<file path="config.mk">
export PLATFORM = sky130hd
export DESIGN_NAME = fetch_pair_unit
export DESIGN_NICKNAME = d
export VERILOG_FILES = /design/src/rtl/fetch_pair_unit.sv
export SDC_FILE = /design/constraint.sdc
export NUM_CORES = 1
export LEC_CHECK = 0
export ABC_AREA = 1
export BUFFER_PORTS_ARGS = -buffer_cell sky130_fd_sc_hd__buf_2
export CAP_MARGIN = 5
export CELL_PAD_IN_SITES_DETAIL_PLACEMENT = 1
export CELL_PAD_IN_SITES_GLOBAL_PLACEMENT = 1
export CORE_ASPECT_RATIO = 0.75
export CORE_MARGIN = 2
export CORE_UTILIZATION = 34
export CTS_CLUSTER_DIAMETER = 200
export DETAILED_ROUTE_END_ITERATION = 7
export PLACE_DENSITY = 0.84
export SYNTH_ARGS = -nofsm -noshare
export SYNTH_HDL_FRONTEND = slang
export SYNTH_SLANG_ARGS = --single-unit
</file>
<file path="constraint.sdc">
create_clock -name clk -period 2.3 [get_ports clk]
set_clock_uncertainty 0.15 [all_clocks]
set_input_delay 0 -clock clk [delete_from_list [all_inputs] [get_ports clk]]
set_output_delay 0 -clock clk [all_outputs]
set_load 0.05 [all_outputs]
</file>
<file path="src/rtl/fetch_pair_unit.sv">
// Dual-issue fetch stage: owns the PC, fetches 32-bit instruction pairs into a
// small circular queue and retires 0/1/2 per cycle. Optional perf counters: FETCH_PERF_CNT_EN.
module fetch_pair_unit #(
  parameter int unsigned          DEPTH    = 4,
  parameter int unsigned          PC_W     = 16,
  parameter logic [PC_W-1:0]      RESET_PC = '0
) (
  input  logic            clk,
  input  logic            rst_n,
  output logic            imem_req,
  output logic [PC_W-1:0] imem_addr,
  input  logic            imem_rvalid,
  input  logic [31:0]     imem_rdata,
  input  logic            redirect_valid,
  input  logic [PC_W-1:0] redirect_pc,
  input  logic            isstall,
  input  logic            issingleinstr,
  output logic [15:0]     instr1_o,
  output logic [15:0]     instr2_o,
  output logic [1:0]      pair_valid,
  output logic [31:0]     stall_cnt,
  output logic [31:0]     fetch_cnt
);

  localparam int unsigned PTR_W = $clog2(DEPTH);
  localparam int unsigned CNT_W = PTR_W + 1;

  logic [15:0]      mem_q [DEPTH];
  logic [PTR_W-1:0] rptr_q, rptr_d, wptr_q, wptr_d;
  logic [PTR_W-1:0] rptr_nxt1, wptr_nxt1;
  logic [CNT_W-1:0] count_q, count_d;
  logic [PC_W-1:0]  pc_q, pc_d;
  logic             inflight_q, inflight_d;
  logic             discard_q, discard_d;
  logic             req_fire;
  logic             accept;
  logic [1:0]       cons;

  assign rptr_nxt1 = rptr_q + PTR_W'(1);
  assign wptr_nxt1 = wptr_q + PTR_W'(1);

  // Space check uses the pre-consume count so a push can never overflow.
  assign req_fire  = ~inflight_q & ~redirect_valid & (count_q <= CNT_W'(DEPTH - 2));
  assign imem_req  = rst_n & req_fire;
  assign imem_addr = pc_q;
  assign accept    = imem_rvalid & inflight_q & ~discard_q;

  always_comb begin
    pair_valid[0] = (count_q != '0);
    pair_valid[1] = (count_q >= CNT_W'(2));
    instr1_o      = pair_valid[0] ? mem_q[rptr_q]    : 16'h0;
    instr2_o      = pair_valid[1] ? mem_q[rptr_nxt1] : 16'h0;
  end

  always_comb begin
    if (isstall)            cons = 2'd0;
    else if (issingleinstr) cons = 2'd1;
    else                    cons = 2'd2;
    if (CNT_W'(cons) > count_q) cons = count_q[1:0];
  end

  always_comb begin
    rptr_d     = rptr_q;
    wptr_d     = wptr_q;
    count_d    = count_q;
    pc_d       = pc_q;
    inflight_d = inflight_q;
    discard_d  = discard_q;
    if (redirect_valid) begin
      rptr_d  = '0;
      wptr_d  = '0;
      count_d = '0;
      pc_d    = redirect_pc;
      // A response landing in the redirect cycle retires the fetch outright.
      if (inflight_q) begin
        if (imem_rvalid) begin
          inflight_d = 1'b0;
          discard_d  = 1'b0;
        end else begin
          discard_d  = 1'b1;
        end
      end
    end else begin
      if (req_fire) begin
        pc_d       = pc_q + PC_W'(2);
        inflight_d = 1'b1;
      end
      if (imem_rvalid && inflight_q) begin
        inflight_d = 1'b0;
        discard_d  = 1'b0;
      end
      if (accept) wptr_d = wptr_q + PTR_W'(2);
      rptr_d  = rptr_q + PTR_W'(cons);
      count_d = count_q + (accept ? CNT_W'(2) : CNT_W'(0)) - CNT_W'(cons);
    end
  end

  always_ff @(posedge clk or negedge rst_n) begin
    if (!rst_n) begin
      rptr_q     <= '0;
      wptr_q     <= '0;
      count_q    <= '0;
      pc_q       <= RESET_PC;
      inflight_q <= 1'b0;
      discard_q  <= 1'b0;
    end else begin
      rptr_q     <= rptr_d;
      wptr_q     <= wptr_d;
      count_q    <= count_d;
      pc_q       <= pc_d;
      inflight_q <= inflight_d;
      discard_q  <= discard_d;
    end
  end

  always_ff @(posedge clk) begin
    if (accept && !redirect_valid) begin
      mem_q[wptr_q]    <= imem_rdata[15:0];
      mem_q[wptr_nxt1] <= imem_rdata[31:16];
    end
  end

`ifdef FETCH_PERF_CNT_EN
  logic [31:0] stall_q, fetch_q;

  always_ff @(posedge clk or negedge rst_n) begin
    if (!rst_n) begin
      stall_q <= '0;
      fetch_q <= '0;
    end else begin
      if (isstall && (pair_valid != 2'b00)) stall_q <= stall_q + 32'd1;
      if (accept && !redirect_valid)        fetch_q <= fetch_q + 32'd1;
    end
  end

  assign stall_cnt = stall_q;
  assign fetch_cnt = fetch_q;
`else
  assign stall_cnt = '0;
  assign fetch_cnt = '0;
`endif

endmodule

</file>
==> flow_metrics.py, run 1 <==
metrics = {
    "sta": {
        "rsz0062_at_grt": "true",
        "final.setup.worst_slack_ps": -14.6,
        "whs_ps": -34.6,
        "max_freq_mhz": 432,
        "setup_viol_count_final": 1,
        "fin_crit_sh_pct": 101,
        "maxSlewViolCount": 0,
        "final-hold-violation-count": 1,
        "fin_crit_ps": 2310,
        "fin_tns_setup_ps": -14.6,
    },
    "synthesis": {
        "synth_edf_count": 64,
        "async_flop_share_pct": 27.3,
        "ys_seq_area_share_pct": 44.2,
        "synth_top_area_cell": "edfxtp_1",
        "syn-instance-count": 704,
        "ys_ff_latch": 88,
        "netlist_top_cells_count": "nand2_1 (172), buf_4 (70), nor2_1 (68)",
        "synthesis.area_um2": 5700,
        "avgSynthCellArea_um2": 8.10,
        "synthFlopType": "edfxtp_1",
        "synth_top_area_share_pct": 33.7,
        "yosysWarnings": 0,
        "synthMostInstantiatedCell": "nand2_1",
        "synth_cell_types": 37,
        "synthTopCellsByArea": "edfxtp_1 (34%), nand2_1 (11%), dfrtp_1 (11%)",
    },
    "critical_path": {
        "reg2reg_from": "count_q[0]$_DFF_PN0_",
        "reg2reg_depth": 9,
        "critPathKind": "reg2reg",
        "required_ps": 2380,
        "cp-start-kind": "flip-flop",
        "worst-path-buf-inv": 1,
        "crit_chain": "ha_1 -> a21oi_4 -> nand2_2 -> o21ai_2 -> fa_1 -> inv_2 -> ha_4 -> xor2_1 -> nor2_1",
        "critPathSlowestCell": "fa_1",
        "critPathMaxStageDelay_ps": 460,
        "crit_fanout": 3,
        "path_delay_family": "adder cells",
        "cp-end-kind": "flip-flop",
        "reg2reg_slack_ps": -10,
        "worstPathArrival_ps": 2390,
        "reg2reg_to": "count_q[2]$_DFF_PN0_",
    },
    "place": {
        "io_buffers": 104,
        "hpwlAfterDp_mm": 12.1,
        "gp_congestion": 0.808,
    },
    "grt": {
        "grt_antenna_before_repair": 2,
        "grt_max_degree": 27,
        "grt_usage_pct": 20.5,
        "gr-total-overflow": 0,
        "grt_pass1_vias": 5428,
        "grt_pass1_wl_mm": 28.2,
    },
    "worst_hold_path": {
        "worstHoldEndpoint": "rptr_q[1]$_DFF_PN0_",
        "hold_depth": 5,
        "min_path_type": "in2reg",
        "hold_start": "issingleinstr",
    },
    "floorplanning": {
        "fp.dieH_um": 116,
        "die-area_um2": 17800,
        "fp.coreArea_um2": 16200,
        "fp-row-count": 40,
        "initial_utilization_pct": 35.2,
        "die_w_um": 154,
        "num_io_pins": 169,
    },
    "finish": {
        "drive_gt1_share_pct": 24.7,
        "fillCellCount": 2009,
        "area_growth_pct": 26.3,
        "nNetsFinal": 920,
    },
    "route": {
        "vias_per_cell": 4.90,
        "num_vias": 5270,
        "final_antenna_net_count": 0,
        "wl_mm": 18.7,
        "drt_iter0_markers": 274,
        "drc": 0,
        "firstDrtPassIters": 4,
        "wire_per_inst_um": 17.4,
    },
    "power_and_ir_drop": {
        "p_leak_nw": 3.32,
        "ir_drop_mv": 0.543,
        "p_per_area_nw_per_um2": 1220,
    },
    "clocking": {
        "clock_path_buffers": 2,
        "clock-sinks": 88,
        "clkTransAtPathRegs_ps": 60,
        "cts_root_buf": "clkbuf_16",
        "cts_tree": "done",
        "numCtsBuffers": 9,
        "htreeDepth": 3,
        "clock_latency_ps": 350,
    },
    "outcome": {
        "violations": "negative hold slack, negative setup slack",
        "status": "finished, violations left",
    },
    "run": {
        "cap_viol_max_count": 0,
    },
}
where the power goes:
part | switching [mW] | total [mW] | internal [mW]
logic | 3.76 | 5.12 | 1.36
clock network | 0.628 | 1.46 | 0.836
registers | 0.277 | 2.21 | 1.93
total | 4.66 | 8.79 | 4.13
per-layer routing:
metal,track usage [%],wire [µm],vias to the layer above
li1,-,-,2468
met1,25.5,8110,2601
met2,35.4,9270,175
met3,5.45,1060,26
met4,6.30,298,0
met5,0,0,-
cell type report:
class | instances | area, µm² | area share (%)
repair buffers | 191 | 1370 | 19.0
clock buffers | 10 | 229 | 3.18
multi-input cells | 496 | 2470 | 34.3
inverters | 73 | 284 | 3.95
clock inverters | 6 | 60.1 | 0.834
flip-flops and latches | 88 | 2530 | 35.1
diodes | 2 | 5.00 | 0.0695
well taps | 210 | 263 | 3.65
flip-flops by register name, summed over array words and instances, names as in the netlist:
register    cells
mem_q          64
discard_q       1
count_q         3
wptr_q          1
imem_addr      16
rptr_q          2
inflight_q      1
worst register-to-register path, stage by stage, from the launching register on:
cell     delay [ps]
dfrtp_1         380
ha_1            340
a21oi_4         170
nand2_2         110
o21ai_2         160
fa_1            460
inv_2            90
ha_4            140
xor2_1          140
nor2_1           50
worst max-delay path by stage:
| stage | startpoint | endpoint | slack (ps) | cells past startpoint |
|---|---|---|---|---|
| after floorplan | count_q[1]$_DFF_PN0_ | count_q[2]$_DFF_PN0_ | -40 | 12 |
| after global placement | count_q[1]$_DFF_PN0_ | count_q[2]$_DFF_PN0_ | 50 | 12 |
| after detailed placement | count_q[1]$_DFF_PN0_ | count_q[2]$_DFF_PN0_ | -60 | 12 |
| after CTS | count_q[1]$_DFF_PN0_ | count_q[2]$_DFF_PN0_ | -20 | 12 |
| after global routing | count_q[0]$_DFF_PN0_ | count_q[2]$_DFF_PN0_ | -130 | 9 |
| final | count_q[0]$_DFF_PN0_ | count_q[2]$_DFF_PN0_ | -10 | 9 |
metrics by stage:
step | setup slack, ps | cells | total power, mW | area, µm² | util, %
after floorplan | -40.5 | 767 | 5.77 | 5970 | -
after global placement | 49.8 | 991 | 6.78 | 6210 | 38.3
after detailed placement | -57.8 | 991 | 6.94 | 6210 | 38.3
after CTS | -19.1 | 1069 | 8.57 | 7110 | 43.8
after global routing | -127 | 1076 | 9.23 | 7200 | 44.4
final | -14.6 | 1076 | 8.79 | 7200 | 44.4
placed cells by master (no fill, tap or decap), drive strengths merged:
| master | n |
|---|---|
| a21oi | 28 |
| o211ai | 16 |
| a22oi | 2 |
| a31oi | 14 |
| ha | 6 |
| or2 | 1 |
| conb | 64 |
| o21ai | 79 |
| inv | 73 |
| o21a | 2 |
| nor3 | 1 |
| xor2 | 3 |
| nand2 | 175 |
| xnor2 | 1 |
| nand3b | 1 |
| dlygate4sd3 | 55 |
| edfxtp | 64 |
| o21bai | 1 |
| diode | 2 |
| clkinv | 4 |
| clkinvlp | 1 |
| nand3 | 19 |
| fa | 1 |
| bufinv | 1 |
| dfrtp | 24 |
| clkbuf | 10 |
| nor2 | 78 |
| buf | 136 |
| nand4 | 4 |
cells by family after synthesis:
group | Yosys count | synth area share (%)
flops | 88 | 44.2
buf+inv | 183 | 17.7
other cells | 1 | 0.0658
compound gates | 142 | 14.9
simple gates | 279 | 20.7
xor+xnor | 4 | 0.615
fa+ha+maj | 7 | 1.67
repair_timing:
item                                    4_1_cts  5_1_grt
endpoints found under the setup margin       10       12
hold buffers                                 56        0
endpoints found under the hold margin       112        0
pin swaps                                     2        2
setup buffers                                 6        6
gates resized for setup                       2        8
No activity file was read; power rests on OpenSTA's default activity.
==> run 2, diff against run 1 <==
--- a/config.mk
+++ b/config.mk
@@ -12,10 +12,11 @@
 export CELL_PAD_IN_SITES_GLOBAL_PLACEMENT = 1
 export CORE_ASPECT_RATIO = 0.75
 export CORE_MARGIN = 2
-export CORE_UTILIZATION = 34
+export CORE_UTILIZATION = 35
+export CTS_BUF_LIST = sky130_fd_sc_hd__clkbuf_8
 export CTS_CLUSTER_DIAMETER = 200
 export DETAILED_ROUTE_END_ITERATION = 7
-export PLACE_DENSITY = 0.84
+export PLACE_DENSITY = 0.86
 export SYNTH_ARGS = -nofsm -noshare
 export SYNTH_HDL_FRONTEND = slang
 export SYNTH_SLANG_ARGS = --single-unit
==> flow_metrics.py, run 2 (synthesis results as in run 1) <==
metrics = {
    "outcome": {
        "status": "finished, violations left",
        "violations": "negative setup slack",
    },
    "sta": {
        "rsz0062_at_grt": "true",
        "fin_crit_sh_pct": 102,
        "max_freq_mhz": 426,
        "fin_crit_ps": 2350,
        "max_slew_margin_pct": 62.1,
        "fin_tns_setup_ps": -46.5,
        "setup_viol_count_final": 1,
        "final-hold-violation-count": 0,
        "maxSlewViolCount": 0,
        "final.setup.worst_slack_ps": -46.5,
        "worst_pin_slew_ps": 567,
    },
    "finish": {
        "final_cell_area_um2": 7160,
        "largest_register_ffs": 64,
        "area_growth_pct": 25.6,
        "nNetsFinal": 932,
        "final_cell_mix": "nand2_1 (170), buf_2 (102), nor2_1 (67)",
        "finalCoreUtilization_pct": 44.8,
        "top_register": "mem_q",
        "antenna_cells": 0,
        "final_cells": 1086,
        "drive_gt1_share_pct": 25.6,
        "layout_commonest_cell": "nand2_1",
    },
    "power_and_ir_drop": {
        "ir_drop_mv": 0.543,
        "p_leak_nw": 3.30,
        "p_per_area_nw_per_um2": 1150,
    },
    "clocking": {
        "htreeDepth": 3,
        "clock-sinks": 88,
        "clock_latency_ps": 380,
        "cts_tree": "done",
        "clkTransAtPathRegs_ps": 90,
        "numCtsBuffers": 9,
        "cts_root_buf": "clkbuf_8",
        "clock_path_buffers": 2,
    },
    "grt": {
        "grt_pass1_vias": 5214,
        "gr-total-overflow": 0,
        "grt_antenna_before_repair": 0,
        "grt_usage_pct": 20.8,
        "grt_pass1_wl_mm": 27.4,
        "grt_max_degree": 32,
    },
    "critical_path": {
        "reg2reg_depth": 12,
        "worst-path-buf-inv": 3,
        "reg2reg_slack_ps": -50,
        "cp-start-kind": "flip-flop",
        "crit_path_end": "count_q[2]$_DFF_PN0_",
        "cp.depth": 12,
        "crit_chain": "inv_2 -> ha_4 -> inv_2 -> o21bai_4 -> nand2_2 -> nand2_2 -> o21ai_2 -> fa_1 -> inv_2 -> ha_4 -> xor2_1 -> nor2_1",
        "required_ps": 2450,
        "critPathKind": "reg2reg",
        "reg2reg_from": "count_q[1]$_DFF_PN0_",
        "critPathSlowestCell": "fa_1",
        "cp-end-kind": "flip-flop",
        "path_delay_family": "adder cells",
        "crit_top_cell": "inv_2",
        "reg2reg_to": "count_q[2]$_DFF_PN0_",
        "crit_fanout": 3,
        "worstPathArrival_ps": 2500,
        "critPathMaxStageDelay_ps": 510,
        "startpoint": "count_q[1]$_DFF_PN0_",
    },
    "route": {
        "num_vias": 5241,
        "drt_iter0_markers": 280,
        "drc": 0,
        "final_antenna_net_count": 0,
        "wire_per_inst_um": 16.8,
        "firstDrtPassIters": 6,
        "vias_per_cell": 4.83,
        "wl_mm": 18.3,
    },
    "floorplanning": {
        "die-area_um2": 17300,
        "num_io_pins": 169,
        "die_w_um": 151,
        "fp.dieH_um": 115,
        "fp.coreArea_um2": 16000,
        "initial_utilization_pct": 35.7,
        "fp-row-count": 40,
    },
    "place": {
        "dp_cells": 994,
        "hpwlAfterDp_mm": 11.9,
        "placed_cell_area_um2": 6210,
        "gp_congestion": 0.792,
        "io_buffers": 104,
        "preCtsSetupSlack_ps": -39.3,
    },
    "worst_hold_path": {
        "min_path_type": "in2async",
    },
    "run": {
        "cap_viol_max_count": 0,
    },
}
run 2: changes by cell type in the layout (fill, tap and decap cells not counted), moves of 3 or more:
cell           change
buf_4              +9
clkbuf_16          -9
clkbuf_8           +9
dlygate4sd3_1      +6
dfrtp_1            -4
dfrtp_2            +4
buf_12             -3
clkinv_2           +3
run 2: layout make-up:
class | count | area [µm²]
clock buffers | 9 | 124
clock inverters | 7 | 33.8
fillers | 1944 | 8810
inverters | 73 | 284
multi-input cells | 496 | 2480
flip-flops and latches | 88 | 2530
well taps | 210 | 263
repair buffers | 203 | 1440
run 2: how the worst min path moves through the flow:
stage | slack, ps | to | start | cells after the start
floorplan | -450 | count_q[0]$_DFF_PN0_ | rst_n | 0
global placement | -100 | imem_addr[8]$_DFFE_PN0P_ | rst_n | 2
detailed placement | -80 | imem_addr[8]$_DFFE_PN0P_ | rst_n | 2
CTS | 20 | imem_addr[8]$_DFFE_PN0P_ | rst_n | 3
global route | 80 | imem_addr[10]$_DFFE_PN0P_ | rst_n | 3
finish | 70 | imem_addr[10]$_DFFE_PN0P_ | rst_n | 3
run 2: where the power goes:
group | switching, mW | leakage, nW | internal (mW) | total, mW
sequential | 0.278 | 0.862 | 1.94 | 2.22
combinational | 3.71 | 2.35 | 1.35 | 5.06
clock | 0.570 | 0.0888 | 0.376 | 0.946
total | 4.56 | 3.30 | 3.67 | 8.23
run 2: what timing repair did:
| action | in CTS | in global routing |
|---|---|---|
| pin swaps | 2 | 4 |
| setup buffers | 7 | 8 |
| hold buffers | 61 | 0 |
| hold endpoints to repair | 112 | 0 |
| endpoints found under the setup margin | 9 | 26 |
| gates resized for setup | 3 | 18 |
run 2: routing by layer:
metal,vias to the layer above,wire (µm),GRT usage [%]
met5,-,0,0
met4,0,192,5.73
met1,2581,7860,26.5
li1,2494,-,-
met3,13,997,3.90
met2,153,9210,36.3
run 2: per-stage QoR:
step | hold slack [ps] | power (mW)
global route | 77.7 | 8.68
finish | 72.8 | 8.23
global placement | -98.1 | 6.75
floorplan | -446 | 5.77
detailed placement | -79.8 | 6.87
CTS | 23.3 | 8.02
run 2: worst reg2reg max path, stage by stage, from the launching register on:
cell and delay, ps:
dfrtp_1 390, inv_2 70, ha_4 280, inv_2 50, o21bai_4 120, nand2_2 100
nand2_2 80, o21ai_2 70, fa_1 510, inv_2 60, ha_4 150, xor2_1 130
nor2_1 120
